**config.mk**
```make
export PLATFORM = sky130hd
export DESIGN_NAME = fault_injection_ctrl_flat
export DESIGN_NICKNAME = d
export VERILOG_FILES = /design/src/rtl/fi_pkg.sv /design/src/rtl/fault_injection_ctrl_if.sv /design/src/rtl/fi_cmd_fifo.sv /design/src/rtl/fault_injection_ctrl.sv /design/src/flat_wrapper.sv
export SDC_FILE = /design/constraint.sdc
export NUM_CORES = 1
export LEC_CHECK = 0
export BUFFER_PORTS_ARGS = -buffer_cell sky130_fd_sc_hd__buf_2
export CORE_AREA = 2 2 193 195
export DETAILED_ROUTE_END_ITERATION = 7
export DIE_AREA = 0 0 195 197
export GPL_ROUTABILITY_DRIVEN = 1
export PLACE_DENSITY = 0.48
export SYNTH_ARGS = -nofsm -noshare
export SYNTH_HDL_FRONTEND = slang
export SYNTH_HIERARCHICAL = 1
export SYNTH_SLANG_ARGS = --single-unit
```
**constraint.sdc**
```tcl
create_clock -name clk -period 4.4 [get_ports clk]
set_input_delay 0.66 -clock clk [delete_from_list [all_inputs] [get_ports clk]]
set_output_delay 0.66 -clock clk [all_outputs]
set_load 0.005 [all_outputs]
```
**src/rtl/fi_pkg.sv**
```systemverilog
// Shared encodings for the fault-injection controller: command layout,
// fault type / trigger mode codes, FSM state encoding and a command decoder.
package fi_pkg;

  localparam logic [3:0] FI_COMP_REGFILE = 4'h0;
  localparam logic [3:0] FI_COMP_MEM     = 4'h2;

  localparam int FI_COMP_LSB = 28;
  localparam int FI_TYPE_LSB = 26;
  localparam int FI_MODE_LSB = 24;
  localparam int FI_IDX_LSB  = 19;
  localparam int FI_BIT_LSB  = 14;
  localparam int FI_N_LSB    = 0;

  localparam logic [1:0] FI_TYPE_FLIP = 2'b00;
  localparam logic [1:0] FI_TYPE_SA0  = 2'b01;
  localparam logic [1:0] FI_TYPE_SA1  = 2'b10;

  localparam logic [1:0] FI_MODE_IMM  = 2'b00;
  localparam logic [1:0] FI_MODE_DLY  = 2'b01;
  localparam logic [1:0] FI_MODE_PERS = 2'b10;

  localparam logic [1:0] FI_ST_IDLE   = 2'd0;
  localparam logic [1:0] FI_ST_ARMED  = 2'd1;
  localparam logic [1:0] FI_ST_DELAY  = 2'd2;
  localparam logic [1:0] FI_ST_INJECT = 2'd3;

  typedef struct packed {
    logic [3:0]  comp;
    logic [1:0]  ftype;
    logic [1:0]  mode;
    logic [4:0]  idx;
    logic [4:0]  tbit;
    logic [13:0] n;
  } fi_cmd_t;

  // Reserved codes are folded here so the armed register only ever holds legal ones.
  function automatic fi_cmd_t fi_decode(input logic [31:0] raw);
    fi_cmd_t c;
    c.comp  = raw[FI_COMP_LSB +: 4];
    c.ftype = raw[FI_TYPE_LSB +: 2];
    c.mode  = raw[FI_MODE_LSB +: 2];
    c.idx   = raw[FI_IDX_LSB +: 5];
    c.tbit  = raw[FI_BIT_LSB +: 5];
    c.n     = raw[FI_N_LSB +: 14];
    if (c.ftype == 2'b11) c.ftype = FI_TYPE_FLIP;
    if (c.mode == 2'b11) c.mode = FI_MODE_IMM;
    return c;
  endfunction

endpackage

```
**src/rtl/fault_injection_ctrl_if.sv**
```systemverilog
// Command and strobe bundle between the fault-injection controller and its user.
interface fault_injection_ctrl_if #(
  parameter int QUEUE_DEPTH = 4,
  parameter int ADDR_W      = 32,
  parameter int CNT_W       = 8
);
  localparam int LVL_W = $clog2(QUEUE_DEPTH) + 1;

  // Command push is fire-and-forget: each cycle with fault_enable=1 offers one
  // command; there is no ready, a rejected push is reported by cmd_dropped.
  logic              fault_enable;
  logic [31:0]       fault_instruction;
  logic              fault_trigger;
  logic              fault_clear;
  logic              regfile_fault_enable;
  logic [4:0]        regfile_target_reg;
  logic [4:0]        regfile_target_bit;
  logic [1:0]        regfile_fault_type;
  logic              memory_fault_enable;
  logic [ADDR_W-1:0] memory_target_addr;
  logic [4:0]        memory_target_bit;
  logic [1:0]        memory_fault_type;
  logic              fault_active;
  logic [CNT_W-1:0]  fault_count;
  logic [3:0]        fault_component;
  logic [LVL_W-1:0]  queue_level;
  logic              queue_full;
  logic              queue_empty;
  logic              cmd_dropped;
  logic              state_armed;
  logic [1:0]        dbg_state;

  modport master (
    output fault_enable, fault_instruction, fault_trigger, fault_clear,
    input  regfile_fault_enable, regfile_target_reg, regfile_target_bit, regfile_fault_type,
    input  memory_fault_enable, memory_target_addr, memory_target_bit, memory_fault_type,
    input  fault_active, fault_count, fault_component, queue_level, queue_full,
    input  queue_empty, cmd_dropped, state_armed, dbg_state
  );

  modport slave (
    input  fault_enable, fault_instruction, fault_trigger, fault_clear,
    output regfile_fault_enable, regfile_target_reg, regfile_target_bit, regfile_fault_type,
    output memory_fault_enable, memory_target_addr, memory_target_bit, memory_fault_type,
    output fault_active, fault_count, fault_component, queue_level, queue_full,
    output queue_empty, cmd_dropped, state_armed, dbg_state
  );
endinterface

```
**src/rtl/fi_cmd_fifo.sv**
```systemverilog
// Synchronous command FIFO with show-ahead read data; the caller gates push
// against full (a same-cycle pop frees a slot) and pop against empty.
module fi_cmd_fifo #(
  parameter int DEPTH = 4,
  parameter int WIDTH = 32,
  localparam int PTR_W = $clog2(DEPTH),
  localparam int LVL_W = PTR_W + 1
) (
  input  logic             clk,
  input  logic             rst_n,
  input  logic             push,
  input  logic             pop,
  input  logic             flush,
  input  logic [WIDTH-1:0] wr_data,
  output logic [WIDTH-1:0] rd_data,
  output logic [LVL_W-1:0] level,
  output logic             full,
  output logic             empty
);
  logic [WIDTH-1:0] mem [DEPTH];
  logic [PTR_W-1:0] wr_ptr;
  logic [PTR_W-1:0] rd_ptr;

  always_ff @(posedge clk) begin
    if (!rst_n || flush) begin
      wr_ptr <= '0;
      rd_ptr <= '0;
      level  <= '0;
    end else begin
      if (push) wr_ptr <= wr_ptr + PTR_W'(1);
      if (pop)  rd_ptr <= rd_ptr + PTR_W'(1);
      case ({push, pop})
        2'b10:   level <= level + LVL_W'(1);
        2'b01:   level <= level - LVL_W'(1);
        default: level <= level;
      endcase
    end
  end

  always_ff @(posedge clk) begin
    if (push) mem[wr_ptr] <= wr_data;
  end

  assign rd_data = mem[rd_ptr];
  assign full    = (level == LVL_W'(DEPTH));
  assign empty   = (level == '0);
endmodule

```
**src/rtl/fault_injection_ctrl.sv**
```systemverilog
// Fault-injection controller: queues commands, arms one at a time and drives
// regfile / dmem fault strobes on a trigger (immediate, delayed, persistent).
module fault_injection_ctrl
  import fi_pkg::*;
#(
  parameter int QUEUE_DEPTH = 4,
  parameter int ADDR_W      = 32,
  parameter int CNT_W       = 8
) (
  input logic                  clk,
  input logic                  rst_n,
  fault_injection_ctrl_if.slave bus
);
  localparam int LVL_W = $clog2(QUEUE_DEPTH) + 1;

  logic [1:0]       state;
  fi_cmd_t          armed;
  logic [14:0]      cyc_cnt;
  logic [CNT_W-1:0] inj_count;
  logic             dropped;
  logic             pop;
  logic             push_ok;
  logic             dly_wait;
  logic             enter_inject;
  logic             q_full;
  logic             q_empty;
  logic [31:0]      q_rd_data;
  logic [LVL_W-1:0] q_level;

  assign pop      = (state == FI_ST_IDLE) && !q_empty && !bus.fault_clear;
  assign push_ok  = bus.fault_enable && !bus.fault_clear && (!q_full || pop);
  assign dly_wait = (armed.mode == FI_MODE_DLY) && (armed.n != '0);
  assign enter_inject = !bus.fault_clear &&
                        (((state == FI_ST_ARMED) && bus.fault_trigger && !dly_wait) ||
                         ((state == FI_ST_DELAY) && (cyc_cnt == 15'd1)));

  fi_cmd_fifo #(.DEPTH(QUEUE_DEPTH), .WIDTH(32)) u_fifo (
    .clk     (clk),
    .rst_n   (rst_n),
    .push    (push_ok),
    .pop     (pop),
    .flush   (bus.fault_clear),
    .wr_data (bus.fault_instruction),
    .rd_data (q_rd_data),
    .level   (q_level),
    .full    (q_full),
    .empty   (q_empty)
  );

  always_ff @(posedge clk) begin
    if (!rst_n) begin
      state     <= FI_ST_IDLE;
      armed     <= '0;
      cyc_cnt   <= '0;
      inj_count <= '0;
      dropped   <= 1'b0;
    end else begin
      dropped <= bus.fault_enable && !bus.fault_clear && q_full && !pop;
      if (enter_inject && (inj_count != '1)) inj_count <= inj_count + CNT_W'(1);
      if (bus.fault_clear) begin
        state   <= FI_ST_IDLE;
        cyc_cnt <= '0;
      end else begin
        case (state)
          FI_ST_IDLE: begin
            if (pop) begin
              armed <= fi_decode(q_rd_data);
              state <= FI_ST_ARMED;
            end
          end
          FI_ST_ARMED: begin
            if (bus.fault_trigger) begin
              if (dly_wait) begin
                cyc_cnt <= {1'b0, armed.n};
                state   <= FI_ST_DELAY;
              end else begin
                // cyc_cnt holds the number of INJECT cycles still to run
                cyc_cnt <= (armed.mode == FI_MODE_PERS) ? ({1'b0, armed.n} + 15'd1) : 15'd1;
                state   <= FI_ST_INJECT;
              end
            end
          end
          FI_ST_DELAY: begin
            if (cyc_cnt == 15'd1) begin
              cyc_cnt <= 15'd1;
              state   <= FI_ST_INJECT;
            end else begin
              cyc_cnt <= cyc_cnt - 15'd1;
            end
          end
          default: begin
            if (cyc_cnt <= 15'd1) begin
              cyc_cnt <= '0;
              state   <= FI_ST_IDLE;
            end else begin
              cyc_cnt <= cyc_cnt - 15'd1;
            end
          end
        endcase
      end
    end
  end

  assign bus.fault_active         = (state == FI_ST_INJECT);
  assign bus.regfile_fault_enable = (state == FI_ST_INJECT) && (armed.comp == FI_COMP_REGFILE);
  assign bus.memory_fault_enable  = (state == FI_ST_INJECT) && (armed.comp == FI_COMP_MEM);
  assign bus.regfile_target_reg   = armed.idx;
  assign bus.regfile_target_bit   = armed.tbit;
  assign bus.regfile_fault_type   = armed.ftype;
  assign bus.memory_target_addr   = ADDR_W'({armed.idx, 2'b00});
  assign bus.memory_target_bit    = armed.tbit;
  assign bus.memory_fault_type    = armed.ftype;
  assign bus.fault_component      = armed.comp;
  assign bus.fault_count          = inj_count;
  assign bus.queue_level          = q_level;
  assign bus.queue_full           = q_full;
  assign bus.queue_empty          = q_empty;
  assign bus.cmd_dropped          = dropped;
  assign bus.state_armed          = (state == FI_ST_ARMED);
  assign bus.dbg_state            = state;
endmodule

```
**src/flat_wrapper.sv**
```systemverilog
// flat-port wrapper written by rule: the top's interface ports become plain ports
module fault_injection_ctrl_flat import fi_pkg::*;
#(
  parameter int QUEUE_DEPTH = 4,
  parameter int ADDR_W      = 32,
  parameter int CNT_W       = 8
)
  (clk, rst_n, bus_fault_enable, bus_fault_instruction, bus_fault_trigger, bus_fault_clear, bus_regfile_fault_enable, bus_regfile_target_reg, bus_regfile_target_bit, bus_regfile_fault_type, bus_memory_fault_enable, bus_memory_target_addr, bus_memory_target_bit, bus_memory_fault_type, bus_fault_active, bus_fault_count, bus_fault_component, bus_queue_level, bus_queue_full, bus_queue_empty, bus_cmd_dropped, bus_state_armed, bus_dbg_state);
  fault_injection_ctrl_if #(.QUEUE_DEPTH(QUEUE_DEPTH), .ADDR_W(ADDR_W), .CNT_W(CNT_W)) bus_i ();
  input logic clk;
  input logic rst_n;
  input wire logic [$bits(bus_i.fault_enable)-1:0] bus_fault_enable;
  input wire logic [$bits(bus_i.fault_instruction)-1:0] bus_fault_instruction;
  input wire logic [$bits(bus_i.fault_trigger)-1:0] bus_fault_trigger;
  input wire logic [$bits(bus_i.fault_clear)-1:0] bus_fault_clear;
  output wire logic [$bits(bus_i.regfile_fault_enable)-1:0] bus_regfile_fault_enable;
  output wire logic [$bits(bus_i.regfile_target_reg)-1:0] bus_regfile_target_reg;
  output wire logic [$bits(bus_i.regfile_target_bit)-1:0] bus_regfile_target_bit;
  output wire logic [$bits(bus_i.regfile_fault_type)-1:0] bus_regfile_fault_type;
  output wire logic [$bits(bus_i.memory_fault_enable)-1:0] bus_memory_fault_enable;
  output wire logic [$bits(bus_i.memory_target_addr)-1:0] bus_memory_target_addr;
  output wire logic [$bits(bus_i.memory_target_bit)-1:0] bus_memory_target_bit;
  output wire logic [$bits(bus_i.memory_fault_type)-1:0] bus_memory_fault_type;
  output wire logic [$bits(bus_i.fault_active)-1:0] bus_fault_active;
  output wire logic [$bits(bus_i.fault_count)-1:0] bus_fault_count;
  output wire logic [$bits(bus_i.fault_component)-1:0] bus_fault_component;
  output wire logic [$bits(bus_i.queue_level)-1:0] bus_queue_level;
  output wire logic [$bits(bus_i.queue_full)-1:0] bus_queue_full;
  output wire logic [$bits(bus_i.queue_empty)-1:0] bus_queue_empty;
  output wire logic [$bits(bus_i.cmd_dropped)-1:0] bus_cmd_dropped;
  output wire logic [$bits(bus_i.state_armed)-1:0] bus_state_armed;
  output wire logic [$bits(bus_i.dbg_state)-1:0] bus_dbg_state;
  assign bus_i.fault_enable = bus_fault_enable;
  assign bus_i.fault_instruction = bus_fault_instruction;
  assign bus_i.fault_trigger = bus_fault_trigger;
  assign bus_i.fault_clear = bus_fault_clear;
  assign bus_regfile_fault_enable = bus_i.regfile_fault_enable;
  assign bus_regfile_target_reg = bus_i.regfile_target_reg;
  assign bus_regfile_target_bit = bus_i.regfile_target_bit;
  assign bus_regfile_fault_type = bus_i.regfile_fault_type;
  assign bus_memory_fault_enable = bus_i.memory_fault_enable;
  assign bus_memory_target_addr = bus_i.memory_target_addr;
  assign bus_memory_target_bit = bus_i.memory_target_bit;
  assign bus_memory_fault_type = bus_i.memory_fault_type;
  assign bus_fault_active = bus_i.fault_active;
  assign bus_fault_count = bus_i.fault_count;
  assign bus_fault_component = bus_i.fault_component;
  assign bus_queue_level = bus_i.queue_level;
  assign bus_queue_full = bus_i.queue_full;
  assign bus_queue_empty = bus_i.queue_empty;
  assign bus_cmd_dropped = bus_i.cmd_dropped;
  assign bus_state_armed = bus_i.state_armed;
  assign bus_dbg_state = bus_i.dbg_state;
  fault_injection_ctrl #(.QUEUE_DEPTH(QUEUE_DEPTH), .ADDR_W(ADDR_W), .CNT_W(CNT_W)) u_core (.clk(clk), .rst_n(rst_n), .bus(bus_i));
endmodule
```
## Yosys cells after proc, flatten, opt, wreduce, memory -nomap -nowiden

Memories as Yosys holds them, arrays and structs flattened. A register that Yosys moved wholly into a read port is not among the register bits.
Index checks and enable logic that the tools add are counted.

- Register bits after elaboration: 65
- Memory bits (writable): 128
- Input bits: 37
- Output and inout bits: 75
- Logic and storage cells: 93
- Memories kept: 1

- $add $sub $neg: 7
- $lt $le $gt $ge: 1
- Equality and inequality tests: 16
- Muxes and demuxes: 19
- Bitwise gates (word level): 3
- Reduce and logical (&&, ||, !) cells: 33

Memory list:

| name | depth | bits a word | rd ports | clocked after memory_dff | write ports | line | RTL |
|---|---|---|---|---|---|---|---|
| u_core.u_fifo.mem | 4 | 32 | 1 | 1 | 1 | fi_cmd_fifo.sv:20 | `logic [WIDTH-1:0] mem [DEPTH];` |

Operators with widths:

| cell | count |
|---|---|
| 15-bit two-way mux | 5 |
| 15-bit one-hot mux with 3 select lines | 1 |
| 2-bit two-way mux | 8 |
| 14-bit by 1-bit adder with 15-bit output, second input constant | 1 |
| 15-bit by 1-bit equality test with 1-bit output, second input constant | 1 |
| 15-bit by 1-bit <= comparator with 1-bit output, second input constant | 1 |
| 15-bit by 1-bit subtractor with 15-bit output, second input constant | 1 |
| 1-bit logical AND | 14 |
| 14-bit nonzero test | 1 |
| 2-bit equality test, second input constant | 6 |
| 8-bit by 1-bit adder with 8-bit output, second input constant | 1 |
| 8-bit inequality test, second input constant | 1 |
| 2-bit by 1-bit equality test with 1-bit output, second input constant | 3 |
| 1-bit logical NOT | 6 |
| 2-bit one-hot mux with 3 select lines | 1 |
| 3-bit one-hot mux with 2 select lines | 1 |
| 2-bit by 1-bit adder with 2-bit output, second input constant | 2 |
| 4-bit by 2-bit equality test with 1-bit output, second input constant | 1 |
| 4-bit logical NOT | 1 |
| 2-bit inequality test, second input constant | 2 |
| 4-bit AND reduction | 1 |
| 4-bit nonzero test | 1 |
| 3-bit by 1-bit adder with 3-bit output, second input constant | 1 |
| 3-bit equality test, second input constant | 1 |
| 11 further kinds | 17 |

## Depth between registers and ports, before layout

Gate-level depths: netlist of run 1.

- Word-level depth: 8
- Depth in mapped cells: 12
- Gate-level depth less buffers: 11

## Hierarchy

The synthesis of run 1 kept the hierarchy.

Modules (own cells, without submodules):

| module | times used | cells each | area each (sq um) |
|---|---|---|---|
| fi_cmd_fifo | 1 | 215 | 5098.6 |
| fault_injection_ctrl | 1 | 494 | 3867.5 |

## Worst setup path before layout of run 1

OpenSTA, ideal clock, no wires.

- Path type: input to register
- Start: input port bus_fault_clear
- End: memory u_core.u_fifo.mem[0][0], enable pin
- Setup time: 0.392 ns
- Arrival time: 2.352 ns
- Required time: 4.008 ns
- Path slack: 1.656 ns
- Stages: 5
- Path buffers: 1
- Path through: nor2_1 > nand2_1 > clkbuf_1 > a21oi_1 > and2_1

- Longest elaborated chain between the ends: 6
- Elaborated cells between the ends (all ways): 7
- Those cells by class: mux (2); reduce/logical (5)

RTL lines:

| item | line | RTL |
|---|---|---|
| from (decl) | flat_wrapper.sv:15 | `input wire logic [$bits(bus_i.fault_clear)-1:0] bus_fault_clear;` |
| 1-bit logical NOT * | fault_injection_ctrl.sv:30, fault_injection_ctrl.sv:31 |  |
| 1-bit logical AND | fault_injection_ctrl.sv:30 | `assign pop = (state == FI_ST_IDLE) && !q_empty && !bus.fault_clear;` |
| 1-bit logical OR | fault_injection_ctrl.sv:31 | `assign push_ok = bus.fault_enable && !bus.fault_clear && (!q_full \|\| pop);` |
| 1-bit logical AND * | fault_injection_ctrl.sv:31 |  |
| via u_core.push_ok | fault_injection_ctrl.sv:22 | `logic push_ok;` |
| 1-bit two-way mux * | fi_cmd_fifo.sv:41 | `if (push) mem[wr_ptr] <= wr_data;` |
| 1-bit two-way mux (implied by the code) * | fi_cmd_fifo.sv:41 |  |
| to (decl) | fi_cmd_fifo.sv:20 |  |

The timed path passes the listed nets; every way through them passes the cells marked *.

## Worst setup path after layout of run 1

- Start: register u_core.state[0], in the netlist u_core/bus.dbg_state[0]
- End: register u_core.u_fifo.level[2]

- Longest elaborated chain between the ends: 7
- Elaborated cells between the ends (all ways): 9
- Those cells by class: eq/ne (2); mux (1); reduce/logical (6)

RTL lines:

| item | line | RTL |
|---|---|---|
| from (decl) | fault_injection_ctrl.sv:16 | `logic [1:0] state;` |
| from (signal assigned) | fault_injection_ctrl.sv:52 | `state <= FI_ST_IDLE;` |
| from (signal assigned) | fault_injection_ctrl.sv:61 | `state <= FI_ST_IDLE;` |
| from (signal assigned) | fault_injection_ctrl.sv:68 | `state <= FI_ST_ARMED;` |
| 2-bit logical NOT * | fault_injection_ctrl.sv:30 |  |
| 1-bit logical AND * (2 in a row) | fault_injection_ctrl.sv:30 |  |
| 1-bit logical OR | fault_injection_ctrl.sv:31 |  |
| 1-bit logical AND | fault_injection_ctrl.sv:31 |  |
| 2-bit by 1-bit equality test with 1-bit output or 2-bit equality test (tied branches) | fi_cmd_fifo.sv:32 | `case ({push, pop})` |
| 3-bit one-hot mux with 2 select lines or 2-bit nonzero test (tied branches) | -- |  |
| to (signal assigned) | fi_cmd_fifo.sv:33 | `2'b10: level <= level + LVL_W'(1);` |
| to (signal assigned) | fi_cmd_fifo.sv:34 | `2'b01: level <= level - LVL_W'(1);` |
| to (signal assigned) | fi_cmd_fifo.sv:35 | `default: level <= level;` |
| to (decl) | fi_cmd_fifo.sv:16 | `output logic [LVL_W-1:0] level,` |

Mark *: on every way between the ends. The rest lies on a longest branch, timed or not.
A chain may end at the register's enable or synchronous reset.

==> flow_summary.yaml, run 1 <==
route:
  via_count: 5574
  viasPerCell: 4.49
  drc: 0
  drtAntennaViolNets: 0
  first_iter_violations: 346
  firstDrtPassIters: 4
  totalWireLength_um: 20300
  wl_per_cell_um: 16.3
clock_tree:
  clkLatencyLatePin_ns: 0.44
  post_cts_buffers: 0
  cts_buffer_depth: 2
  clock-root-buffer: "clkbuf_16"
  hold_buffers: 0
  clk_pin_slew_ns: 0.08
  cts-htree-levels: 4
  numCtsBuffers: 17
  cts_tree: "done"
  cts_num_sinks: 195
  cts_resized: 0
logic_synthesis:
  synth_cells: 709
  yosysMostFrequentCell: "edfxtp_1"
  synth_area_leaders: "edfxtp_1 (43%), dfxtp_1 (15%), mux4_2 (7.5%)"
  synth_top_area_share_pct: 42.9
  synth_area_um2: 8970
  synthTopCellsByCount: "edfxtp_1 (128), nand2_1 (93), dfxtp_1 (67), buf_4 (56), a21boi_0 (32)"
  synth_edf_count: 128
  ys_seq_elements: 195
  synth-warning-count: 6
  synth_largest_area_cell: "edfxtp_1"
  avgSynthCellArea_um2: 12.6
  seq_area_frac_synth_pct: 57.8
  synth_ff_type: "edfxtp_1"
  ys_types: 70
  synth-async-reset-ratio_pct: 0
global_routing:
  grt_util_met1_pct: 14.3
  top_usage_layer: "met2"
  grt_max_degree: 53
  grt_overflow: 0
  grt_pass1_vias: 5469
  use_met3_pct: 2.28
  antenna_found_initial: 0
  grt_use_met2_pct: 17.4
  grt_pass1_wl_um: 31600
  gr-usage-all-layers_pct: 10.7
critical_path:
  path_cells: "inv_1 -> ha_1 -> nand2_1 -> clkinv_1 -> buf_4 -> ha_1 -> inv_1 -> fa_1 -> xor2_1 -> or3_1 -> a21oi_1"
  critPathCaptureType: "flop"
  worst_setup_path_start_kind: "flop"
  cp_num_buf_inv: 4
  cp.required_ns: 4.76
  path_delay_family: "adder cells"
  timing.rr.start: "u_core/bus.dbg_state[0]"
  slowest_stage: "buf_4"
  arrival_ns: 3.27
  path_class: "flop to flop"
  r2r-end: "u_core/u_fifo/level[2]"
  max_stage_delay_ns: 0.39
  reg2regPathDepth: 11
  r2r_slack_ns: 1.49
  crit_path_max_fanout: 36
final_layout:
  multi_input_area_um2: 3200
  biggestRegsByFlops: "u_core/u_fifo/mem: 128 flops, u_core/armed: 16 flops, u_core/cyc_cnt: 15 flops"
  nFillCells: 3758
  largest_reg_flops: 128
  nets: 813
  areaGrowthSynthToFinish_pct: 12.6
  drive_gt1_share_pct: 20.8
  top_register: "u_core/u_fifo/mem"
  regArea_um2: 5190
  n_antenna_cell: 0
outcome:
  status: "completed"
power_and_ir_drop:
  p_comb_share_pct: 4.7
  p_seq_share_pct: 54.3
  switchingPower_uw: 855
  irDropWorstVdd_mv: 0.238
  power_density_nw_per_um2: 363
  internal_power_mw: 2.82
  clkPwrFrac_pct: 41.0
  sw_frac_of_total_pct: 23.3
  p_leak_nw: 3.40
sta:
  finalMaxSlewViolations: 0
  finalSetupViolCount: 0
  max_freq_ghz: 0.344
  fin_crit_sh_pct: 66.2
  worst_slack_ns: 1.49
  grt_setup_unrepaired: "no"
  hold_violations: 0
  layout_min_cycle_time_ns: 2.91
  clock-skew-final_ns: 0.0161
  worst_slew_pin_slew_ns: 0.927
  maxSlewHeadroom_pct: 38.2
  final.setup.tns_ns: 0
min_path:
  min_to: "u_core/u_fifo/mem[2][26]"
  hold_start: "bus_fault_instruction[26]"
  worstHoldPathCells: 1
  hp-class: "input pin to flop"
die:
  die_area_um2: 38400
  die_h_um: 197
  dieWidth_um: 195
  core-area_um2: 36300
  io_pins: 112
  rows: 70
  start_util_pct: 24.7
place:
  dp_slack_ns: 1.30
  port_buffers: 84
  hpwl_um: 13600
  gp_congestion: 0.749
flow_run:
  maxCapViolCount: 0
[cells in the final DEF, fill, tap and decap left out, types with 14 or more instances in the layout]
master,n
clkbuf_16,17
edfxtp_1,128
o21ai_0,17
mux4_2,30
nand3_1,15
inv_1,17
dfxtp_1,66
nand2b_1,15
nor2_1,23
a21boi_0,32
nand2_1,93
a21oi_1,15
buf_2,84
conb_1,27
ha_1,14
[metrics by stage]
| step | area (um^2) | total power, mW | hold WS (ns) | util, % | instances |
|---|---|---|---|---|---|
| after floorplan | 9060 | 2.16 | 0.452 | - | 735 |
| after global routing | 10100 | 3.81 | 0.424 | 27.9 | 1242 |
| after CTS | 10100 | 3.73 | 0.414 | 27.9 | 1242 |
| after global placement | 9530 | 2.21 | 0.468 | 26.3 | 1210 |
| final | 10100 | 3.67 | 0.433 | 27.9 | 1242 |
| after detailed placement | 9530 | 2.21 | 0.473 | 26.3 | 1210 |
[worst max path at each step]
stage / start / endpoint / slack, ns / cells past startpoint
floorplan: bus_fault_clear / u_core/u_fifo/mem[0][0] / 1.66 / 5
global placement: bus_fault_clear / u_core/u_fifo/level[2] / 1.34 / 11
detailed placement: bus_fault_clear / u_core/u_fifo/level[2] / 1.30 / 11
CTS: u_core/bus.dbg_state[0] / u_core/u_fifo/level[2] / 1.41 / 11
global route: u_core/bus.dbg_state[0] / u_core/u_fifo/level[2] / 1.21 / 11
finish: u_core/bus.dbg_state[0] / u_core/u_fifo/level[2] / 1.49 / 11
[per-layer routing]
metal	routed length, um	part of all wire (%)
met4	224	1.1
met1	9720	48
met5	0	0
met3	839	4.1
met2	9500	47
[area by class of cell]
class	instances	share of cell area [%]
clock buffers	19	4.49
well taps	468	5.80
flip-flops and latches	195	51.4
clock inverters	13	1.16
repair buffers	93	4.83
inverters	18	0.669
multi-input cells	436	31.7
[power by group through the flow]
stage | logic, mW | clock network (mW) | registers, mW
CTS | 0.177 | 1.56 | 1.99
global route | 0.195 | 1.62 | 2.00
finish | 0.174 | 1.51 | 1.99
global placement | 0.175 | 0 | 2.03
floorplan | 0.135 | 0 | 2.03
detailed placement | 0.176 | 0 | 2.03
[logic make-up (layout without fill, tap and decap cells)]
kind of cell | after synthesis | count (layout) | share of synthesized area [%]
fa+ha+maj | 15 | 15 | 2.18
mux | 44 | 44 | 9.48
flops | 195 | 195 | 57.8
other cells | 1 | 27 | 0.0418
xor+xnor | 7 | 7 | 0.684
compound gates | 121 | 121 | 9.66
simple gates | 222 | 222 | 12.6
buf+inv | 104 | 143 | 7.56
Note: power is estimated with default switching activity, not from simulation.
==> run 2: changes to the inputs <==
- PLACE_DENSITY: 0.48 -> 0.49
- clock period: 4.4 -> 2.3 ns (I/O delays scaled with it)
==> flow_summary.yaml, run 2 (synthesis results as in run 1) <==
outcome:
  status: "completed"
global_routing:
  grt_max_degree: 36
  gr-usage-all-layers_pct: 11.2
  grt_pass1_vias: 5777
  grt_pass1_wl_um: 33100
  antenna_found_initial: 1
  grt_overflow: 0
critical_path:
  r2r-end: "u_core/cyc_cnt[13]"
  critPathCaptureType: "flop"
  timing.rr.start: "u_core/bus.dbg_state[0]"
  r2r_slack_ns: 0.05
  reg2regPathDepth: 7
  cp.required_ns: 2.64
  arrival_ns: 2.60
  worst_setup_path_start_kind: "flop"
  crit_path_max_fanout: 5
  path_class: "flop to flop"
min_path:
  hold_start: "bus_fault_instruction[3]"
  hp-class: "input pin to flop"
  min_to: "u_core/u_fifo/mem[2][3]"
  worstHoldPathCells: 1
route:
  totalWireLength_um: 21000
  wl_per_cell_um: 16.3
  firstDrtPassIters: 5
  first_iter_violations: 369
  drtAntennaViolNets: 0
  drc: 0
  viasPerCell: 4.51
  via_count: 5795
place:
  port_buffers: 84
  gp_congestion: 0.785
  hpwl_um: 14500
  place_area_um2: 9950
clock_tree:
  clock-root-buffer: "clkbuf_16"
  clkLatencyLatePin_ns: 0.44
  cts_tree: "done"
  cts-htree-levels: 4
  cts_num_sinks: 195
  cts_buffer_depth: 2
  hold_buffers: 0
  numCtsBuffers: 17
  post_cts_buffers: 0
  clk_pin_slew_ns: 0.08
sta:
  clock-skew-final_ns: 0.0210
  hold_violations: 0
  finalMaxSlewViolations: 0
  maxSlewHeadroom_pct: 59.9
  grt_setup_unrepaired: "yes"
  finalSetupViolCount: 0
  max_freq_ghz: 0.444
  fin_crit_sh_pct: 97.9
  worst_slew_pin_slew_ns: 0.601
  layout_min_cycle_time_ns: 2.25
final_layout:
  regArea_um2: 5190
  multi_input_area_um2: 3240
  areaGrowthSynthToFinish_pct: 18.3
  n_antenna_cell: 0
  nFillCells: 3716
  drive_gt1_share_pct: 26.6
  largest_reg_flops: 128
  biggestRegsByFlops: "u_core/u_fifo/mem: 128 flops, u_core/armed: 16 flops, u_core/cyc_cnt: 15 flops"
  nets: 855
  final_cell_mix: "edfxtp_1 (128), nand2_1 (92), buf_2 (84), dfxtp_1 (64), buf_4 (44)"
  top_register: "u_core/u_fifo/mem"
  finalInstanceArea_um2: 10600
  final_common_cell: "edfxtp_1"
die:
  die_area_um2: 38400
  rows: 70
  dieWidth_um: 195
  io_pins: 112
  start_util_pct: 24.7
  core-area_um2: 36300
  die_h_um: 197
power_and_ir_drop:
  p_leak_nw: 3.66
  power_mw: 7.41
  power_density_nw_per_um2: 699
  irDropWorstVdd_mv: 0.504
flow_run:
  maxCapViolCount: 0
[run 2: changes by cell type in the layout (fill, tap and decap cells not counted), sizes merged]
cell,delta
buf,+42
clkinvlp,+1
clkinv,-5
bufinv,+3
inv,+1
[run 2: per-layer routing]
layer | wire length (um) | track usage, %
met1 | 10200 | 15.6
met2 | 9670 | 17.8
met3 | 848 | 2.34
met4 | 180 | 3.03
met5 | 13 | 0
[run 2: worst max-delay path by stage]
stage / startpoint / to / slack (ns) / cells past startpoint
final: u_core/bus.dbg_state[0] / u_core/cyc_cnt[13] / 0.05 / 7
after CTS: u_core/bus.dbg_state[0] / u_core/cyc_cnt[9] / 0.09 / 7
after global routing: u_core/bus.dbg_state[0] / u_core/cyc_cnt[12] / -0.04 / 7
after detailed placement: u_core/bus.dbg_state[0] / u_core/cyc_cnt[9] / 0.13 / 7
after global placement: u_core/armed[0] / u_core/bus.fault_count[2] / 0.17 / 7
after floorplan: u_core/bus.dbg_state[0] / u_core/u_fifo/level[2] / 0.03 / 12
[run 2: where the power goes]
part           internal [mW]  switching (mW)
Combinational          0.158           0.221
Sequential              3.78          0.0244
Clock                   1.79            1.44
[run 2: final cells by class]
type,count,share of cell area (%)
clock buffers,19,4.18
clock inverters,13,1.82
inverters,18,0.637
multi-input cells,436,30.5
flip-flops and latches,195,48.9
well taps,468,5.52
repair buffers,135,8.40
[run 2: per-stage QoR]
| stage | hold slack (ns) | TNS (ns) | instances | util [%] | setup WS (ns) |
|---|---|---|---|---|---|
| 2_1_floorplan | 0.444 | 0 | 735 | - | 0.0285 |
| 4_1_cts | 0.0981 | 0 | 1284 | 29.2 | 0.0910 |
| 3_5_place_dp | 0.472 | 0 | 1252 | 27.4 | 0.130 |
| 6_report | 0.114 | 0 | 1284 | 29.3 | 0.0482 |
| 5_1_grt | 0.0962 | -0.0755 | 1284 | 29.3 | -0.0439 |
| 3_3_place_gp | 0.462 | 0 | 1252 | 27.4 | 0.171 |
[run 2: what timing repair did]
| action | in CTS | in global routing |
|---|---|---|
| endpoints found under the hold margin | 0 | 0 |
| endpoints found under the setup margin | 0 | 11 |
| resized for setup | 0 | 7 |
[run 2: worst max-delay path, stage by stage (launching register included)]
cell	delay [ns]
dfxtp_2	0.34
inv_1	0.06
ha_2	0.35
and2_1	0.30
o21ai_0	0.27
a21oi_1	0.35
o21ai_0	0.20
a221oi_1	0.29
